## src/rtl/alu_exec_unit.sv

```systemverilog
// rtl/alu_exec_unit.sv - execute-stage ALU with single-cycle ops and a serial one-bit-per-cycle shifter
// Registered result/flags/tag with valid/ready handshakes on both sides.
module alu_exec_unit #(
    parameter int WIDTH = 32,
    parameter int TAGW  = 5
) (
    input  logic             clk,
    input  logic             rst_n,
    input  logic             flush,
    input  logic             in_valid,
    output logic             in_ready,
    input  logic [3:0]       alu_ctrl,
    input  logic [WIDTH-1:0] a,
    input  logic [WIDTH-1:0] b,
    input  logic [4:0]       shamt,
    input  logic [TAGW-1:0]  in_tag,
    output logic             out_valid,
    input  logic             out_ready,
    output logic [WIDTH-1:0] result,
    output logic             zero,
    output logic             overflow,
    output logic             illegal,
    output logic [TAGW-1:0]  out_tag
);

    localparam logic [3:0] OP_ADD = 4'b0000;
    localparam logic [3:0] OP_SUB = 4'b0001;
    localparam logic [3:0] OP_AND = 4'b0010;
    localparam logic [3:0] OP_OR  = 4'b0011;
    localparam logic [3:0] OP_SLT = 4'b1000;
    localparam logic [3:0] OP_NOR = 4'b1001;
    localparam logic [3:0] OP_SLL = 4'b0100;
    localparam logic [3:0] OP_SRL = 4'b0101;
    localparam int         MSB    = WIDTH - 1;

    typedef enum logic {S_IDLE, S_SHIFT} state_t;

    state_t           r_state;
    state_t           w_state_nxt;
    logic [WIDTH-1:0] r_shreg;
    logic [4:0]       r_count;
    logic             r_shl;
    logic [TAGW-1:0]  r_shtag;

    logic             r_out_valid;
    logic [WIDTH-1:0] r_result;
    logic             r_zero;
    logic             r_overflow;
    logic             r_illegal;
    logic [TAGW-1:0]  r_out_tag;

    logic             w_accept;
    logic             w_is_shift;
    logic             w_serial;
    logic             w_done;
    logic [WIDTH-1:0] w_sum;
    logic [WIDTH-1:0] w_diff;
    logic [WIDTH-1:0] w_res;
    logic             w_ovf;
    logic             w_ill;
    logic [WIDTH-1:0] w_first_shift;
    logic [WIDTH-1:0] w_shift_next;

    assign in_ready   = rst_n && !flush && (r_state == S_IDLE) && (!r_out_valid || out_ready);
    assign w_accept   = in_valid && in_ready;
    assign w_is_shift = (alu_ctrl == OP_SLL) || (alu_ctrl == OP_SRL);
    assign w_serial   = w_is_shift && (shamt >= 5'd2);
    assign w_done     = (r_state == S_SHIFT) && (r_count == 5'd1);

    assign w_sum  = a + b;
    assign w_diff = a - b;

    assign w_first_shift = (alu_ctrl == OP_SLL) ? {b[MSB-1:0], 1'b0} : {1'b0, b[MSB:1]};
    assign w_shift_next  = r_shl ? {r_shreg[MSB-1:0], 1'b0} : {1'b0, r_shreg[MSB:1]};

    // Shifts reaching this path have shamt of 0 or 1; longer shifts go serial.
    always_comb begin
        w_res = '0;
        w_ovf = 1'b0;
        w_ill = 1'b0;
        case (alu_ctrl)
            OP_ADD: begin
                w_res = w_sum;
                w_ovf = (a[MSB] == b[MSB]) && (w_sum[MSB] != a[MSB]);
            end
            OP_SUB: begin
                w_res = w_diff;
                w_ovf = (a[MSB] != b[MSB]) && (w_diff[MSB] != a[MSB]);
            end
            OP_AND: w_res = a & b;
            OP_OR:  w_res = a | b;
            OP_SLT: w_res = {{(WIDTH-1){1'b0}}, ($signed(a) < $signed(b))};
            OP_NOR: w_res = ~(a | b);
            OP_SLL: w_res = shamt[0] ? {b[MSB-1:0], 1'b0} : b;
            OP_SRL: w_res = shamt[0] ? {1'b0, b[MSB:1]} : b;
            default: w_ill = 1'b1;
        endcase
    end

    always_comb begin
        w_state_nxt = r_state;
        if (flush) begin
            w_state_nxt = S_IDLE;
        end else begin
            case (r_state)
                S_IDLE:  if (w_accept && w_serial) w_state_nxt = S_SHIFT;
                S_SHIFT: if (r_count == 5'd1) w_state_nxt = S_IDLE;
                default: w_state_nxt = S_IDLE;
            endcase
        end
    end

    always_ff @(posedge clk or negedge rst_n) begin
        if (!rst_n) begin
            r_state <= S_IDLE;
        end else begin
            r_state <= w_state_nxt;
        end
    end

    always_ff @(posedge clk or negedge rst_n) begin
        if (!rst_n) begin
            r_shreg     <= '0;
            r_count     <= '0;
            r_shl       <= 1'b0;
            r_shtag     <= '0;
            r_out_valid <= 1'b0;
            r_result    <= '0;
            r_zero      <= 1'b0;
            r_overflow  <= 1'b0;
            r_illegal   <= 1'b0;
            r_out_tag   <= '0;
        end else begin
            if (w_accept && w_serial) begin
                r_shreg <= w_first_shift;
                r_count <= shamt - 5'd1;
                r_shl   <= (alu_ctrl == OP_SLL);
                r_shtag <= in_tag;
            end else if (r_state == S_SHIFT) begin
                r_shreg <= w_shift_next;
                r_count <= r_count - 5'd1;
            end

            // Flush wins over both a finishing shift and a consume.
            if (flush) begin
                r_out_valid <= 1'b0;
            end else if (w_accept && !w_serial) begin
                r_out_valid <= 1'b1;
                r_result    <= w_res;
                r_zero      <= (w_res == '0);
                r_overflow  <= w_ovf;
                r_illegal   <= w_ill;
                r_out_tag   <= in_tag;
            end else if (w_done) begin
                r_out_valid <= 1'b1;
                r_result    <= w_shift_next;
                r_zero      <= (w_shift_next == '0);
                r_overflow  <= 1'b0;
                r_illegal   <= 1'b0;
                r_out_tag   <= r_shtag;
            end else if (out_ready) begin
                r_out_valid <= 1'b0;
            end
        end
    end

    assign out_valid = r_out_valid;
    assign result    = r_result;
    assign zero      = r_zero;
    assign overflow  = r_overflow;
    assign illegal   = r_illegal;
    assign out_tag   = r_out_tag;

endmodule
```

## config.mk

```make
export PLATFORM = sky130hd
export DESIGN_NAME = alu_exec_unit
export DESIGN_NICKNAME = d
export VERILOG_FILES = /design/src/rtl/alu_exec_unit.sv
export SDC_FILE = /design/constraint.sdc
export NUM_CORES = 1
export LEC_CHECK = 0
export BUFFER_PORTS_ARGS = -buffer_cell sky130_fd_sc_hd__buf_2
export CAP_MARGIN = 20
export CORE_ASPECT_RATIO = 2
export CORE_UTILIZATION = 45
export CTS_CLUSTER_SIZE = 12
export DETAILED_ROUTE_END_ITERATION = 8
export PLACE_DENSITY_LB_ADDON = 0.1
export RECOVER_POWER = 50
export SLEW_MARGIN = 20
export SYNTH_ARGS = -nofsm -noshare
export SYNTH_HDL_FRONTEND = slang
export SYNTH_SLANG_ARGS = --single-unit
```

## constraint.sdc

```tcl
create_clock -name clk -period 5.65 [get_ports clk]
set_input_delay 0.2825 -clock clk [delete_from_list [all_inputs] [get_ports clk]]
set_output_delay 0.2825 -clock clk [all_outputs]
set_load 0.01 [all_outputs]
```

==> run_results.csv <==
group,metric,value,unit
run_status,status,"finished with violations",
run_status,violations,"max-capacitance violations, max-slew violations",
global_routing,grt_max_degree,63,
timing,clock.fmax,229,MHz
timing,setup_viol,0,
placed_design,post_dp_cell_area,0.0122,mm²
worst_setup_path,endpoint_kind,"register",
timing,period_share,0.774,
floorplanning,fp-row-count,81,
cts,worstSkewPairLatency,0.36,ns
global_routing,grt_antenna_before_repair,0,
synthesis,yosys.area.top_type,"dfrtp_1",
global_routing,gr-total-overflow,0,
detailed_routing,vias,12700,
detailed_routing,via_per_inst,6.60,
worst_setup_path,crit_fanout,28,
detailed_routing,drt_iter0_markers,951,
worst_setup_path,reg2reg_from,"r_state",
worst_setup_path,required,5.92,ns
hold_path,min_path_type,"in -> reg",
detailed_routing,wire_per_inst,26.4,µm
power,power_density,233,mW/mm²
cts,path_clk_slew,0.07,ns
synthesis,syn_nets,1729,
placed_design,gp_congestion,1.15,
synthesis,yosysUniqueCellTypes,103,
global_routing,grt_pass1_wl,74300,µm
timing,finalHoldViolations,0,
detailed_routing,first_pass_iters,5,
synthesis,syn_inst,1527,
global_routing,grt_pass1_vias,12500,
floorplanning,die_x,114,µm
synthesis,synthArstFlopShare,1.00,
synthesis,postSynthAreaPerCell,7.44,µm²
worst_setup_path,cp.arrival,4.64,ns
layout,antenna_cells,0,
synthesis,synth_seq_cells,85,
cts,cts.sinks,85,
synthesis,ys_warn_count,0,
cts,cts-resized-gates,0,
timing,tightest_slew,1.63,ns
cts,cts_buffers,9,
synthesis,synthFlopType,"dfrtp_1",
worst_setup_path,crit_type,"in -> reg",
timing,rsz0062_at_grt,"no",
global_routing,grt_usage,0.392,
layout,num-fill-cells,2588,
power,leakagePower,5.38,nW
cts,clockBufferDepth,2,
floorplanning,io_pins,125,
synthesis,synth_enable_flop_cells,0,
worst_setup_path,cp-startpoint,"rst_n",
layout,area_growth,9.74,%
layout,final_cell_area,0.0125,mm²
placed_design,io_buffers,124,
cts,cts_tree,"done",
layout,drive_gt1_frac,0.115,
detailed_routing,drt-total-wl,50600,µm
synthesis,synth.area.top_cells,"dfrtp_1 (19%), ha_1 (13%), a21oi_1 (7.2%), nand2_1 (5.4%), nor2_1 (5.4%)",
floorplanning,initial_core_util,0.462,
worst_setup_path,r2r_setup_slack,2.11,ns
layout,fin_util,0.506,
worst_setup_path,endpoint,"zero",
detailed_routing,drc_errors,0,
timing,fin_skew,0.00625,ns
detailed_routing,ant_nets,0,
power,ir_worst_vdd,0.182,mV
placed_design,post-place-ws,1.25,ns
hold_path,holdPathStages,2,
cts,h-tree-depth,3,
layout,final_nets,1784,
floorplanning,die_h,227,µm
floorplanning,coreArea,0.0246,mm²
worst_setup_path,worst_setup_path_start_kind,"input pin",
placed_design,hpwl,39300,µm
floorplanning,die_area,0.0259,mm²
timing,setup_slack,1.28,ns
timing,setup_tns,0,ns
worst_setup_path,rr_endpoint,"zero",
timing,relSlewSlack,-0.0870,
timing,period_needed,4.37,ns
synthesis,yosysSeqAreaShare,0.187,
cts,clockRootBuffer,"clkbuf_16",
job,maxCapViolations,1,
synthesis,syn-cell-area,0.0114,mm²
synthesis,synth_top_area_share,0.187,
worst_setup_path,reg2reg_depth,12,
timing,drv_slew,63,
## critical path, cell delays in order
cell	delay, ns
dlygate4sd3_1	0.52
clkbuf_1	1.01
and4b_1	0.41
o21ai_2	0.07
buf_4	0.28
nand2_1	0.61
o211a_1	0.21
and4_1	0.18
and4_1	0.21
nand4b_1	0.20
nor4_1	0.25
nand4_1	0.15
o32ai_2	0.23
## cells in the mapped netlist (29+ instances only)
| cell | number |
|---|---|
| a21oi_1 | 164 |
| nand2_1 | 164 |
| nor2_1 | 164 |
| ha_1 | 117 |
| inv_1 | 99 |
| dfrtp_1 | 85 |
| clkbuf_1 | 66 |
| o21ai_0 | 64 |
| mux2i_1 | 52 |
| nand3_1 | 38 |
| o211ai_1 | 34 |
| o221ai_1 | 32 |
| a211oi_1 | 29 |
## timing repair
item / in CTS / in global routing
hold endpoints to repair: 23 / 0
setup buffers: 0 / 0
endpoints found under the setup margin: 0 / 0
hold buffers: 1 / 0
## metal layers
layer  GRT usage  wire, µm  vias to the layer above
met5           0         0                        -
met4       0.344      4810                        0
met3      0.0719      3290                      253
met2       0.695     25100                      679
met1       0.386     17300                     6001
li1            -         -                     5724
## placed cells by master, fill, tap and decap left out, types with 34 or more instances in the layout
cell	count
nor2_1	164
a21oi_1	164
nand2_1	163
ha_1	117
inv_1	99
dfrtp_1	84
buf_2	82
o21ai_0	64
mux2i_1	52
clkbuf_1	43
nand3_1	38
o211ai_1	34
## stage by stage
step | std cells | hold slack [ns] | power, mW
after floorplan | 1527 | -0.0131 | 1.71
after CTS | 1919 | 0.120 | 2.90
after global routing | 1919 | 0.156 | 3.06
final | 1919 | 0.133 | 2.91
after detailed placement | 1902 | 0.209 | 2.19
after global placement | 1902 | 0.208 | 2.18
## sequential cells by signal (all words and copies together) (netlist names)
signal / cells
r_shreg: 32
result: 32
out_tag: 5
r_count: 5
r_shtag: 5
illegal: 1
out_valid: 1
overflow: 1
r_shl: 1
r_state: 1
zero: 1
## logic make-up after synthesis
family,Yosys count,synth area share
buffers and inverters,210,0.0762
XOR/XNOR,15,0.0116
AND/OR/NAND/NOR,517,0.216
AO/OA/AOI/OAI,519,0.320
adder cells (fa/ha/maj),119,0.132
multiplexers,62,0.0567
flip-flops,85,0.187
## where the power goes
part	total [mW]	switching, mW	internal [mW]
sequential	0.918	0.143	0.776
clock	0.710	0.264	0.446
combinational	1.28	0.822	0.463
## worst min path at each step
| stage | from | endpoint | slack, ns |
|---|---|---|---|
| after floorplan | rst_n | illegal | -0.01 |
| after global placement | rst_n | r_count[3] | 0.21 |
| after detailed placement | rst_n | r_count[1] | 0.21 |
| after CTS | flush | r_state | 0.12 |
| after global routing | flush | r_state | 0.16 |
| final | flush | r_state | 0.13 |
## area by class of cell
cell class / count / area (µm²) / area share
clock buffers: 11 / 243 / 0.0195
clock inverters: 5 / 106 / 0.00853
inverters: 105 / 394 / 0.0316
multi-input cells: 1232 / 8420 / 0.675
flip-flops and latches: 85 / 2130 / 0.171
well taps: 332 / 415 / 0.0333
repair buffers: 149 / 768 / 0.0616
(Power assumes the default switching activity.)
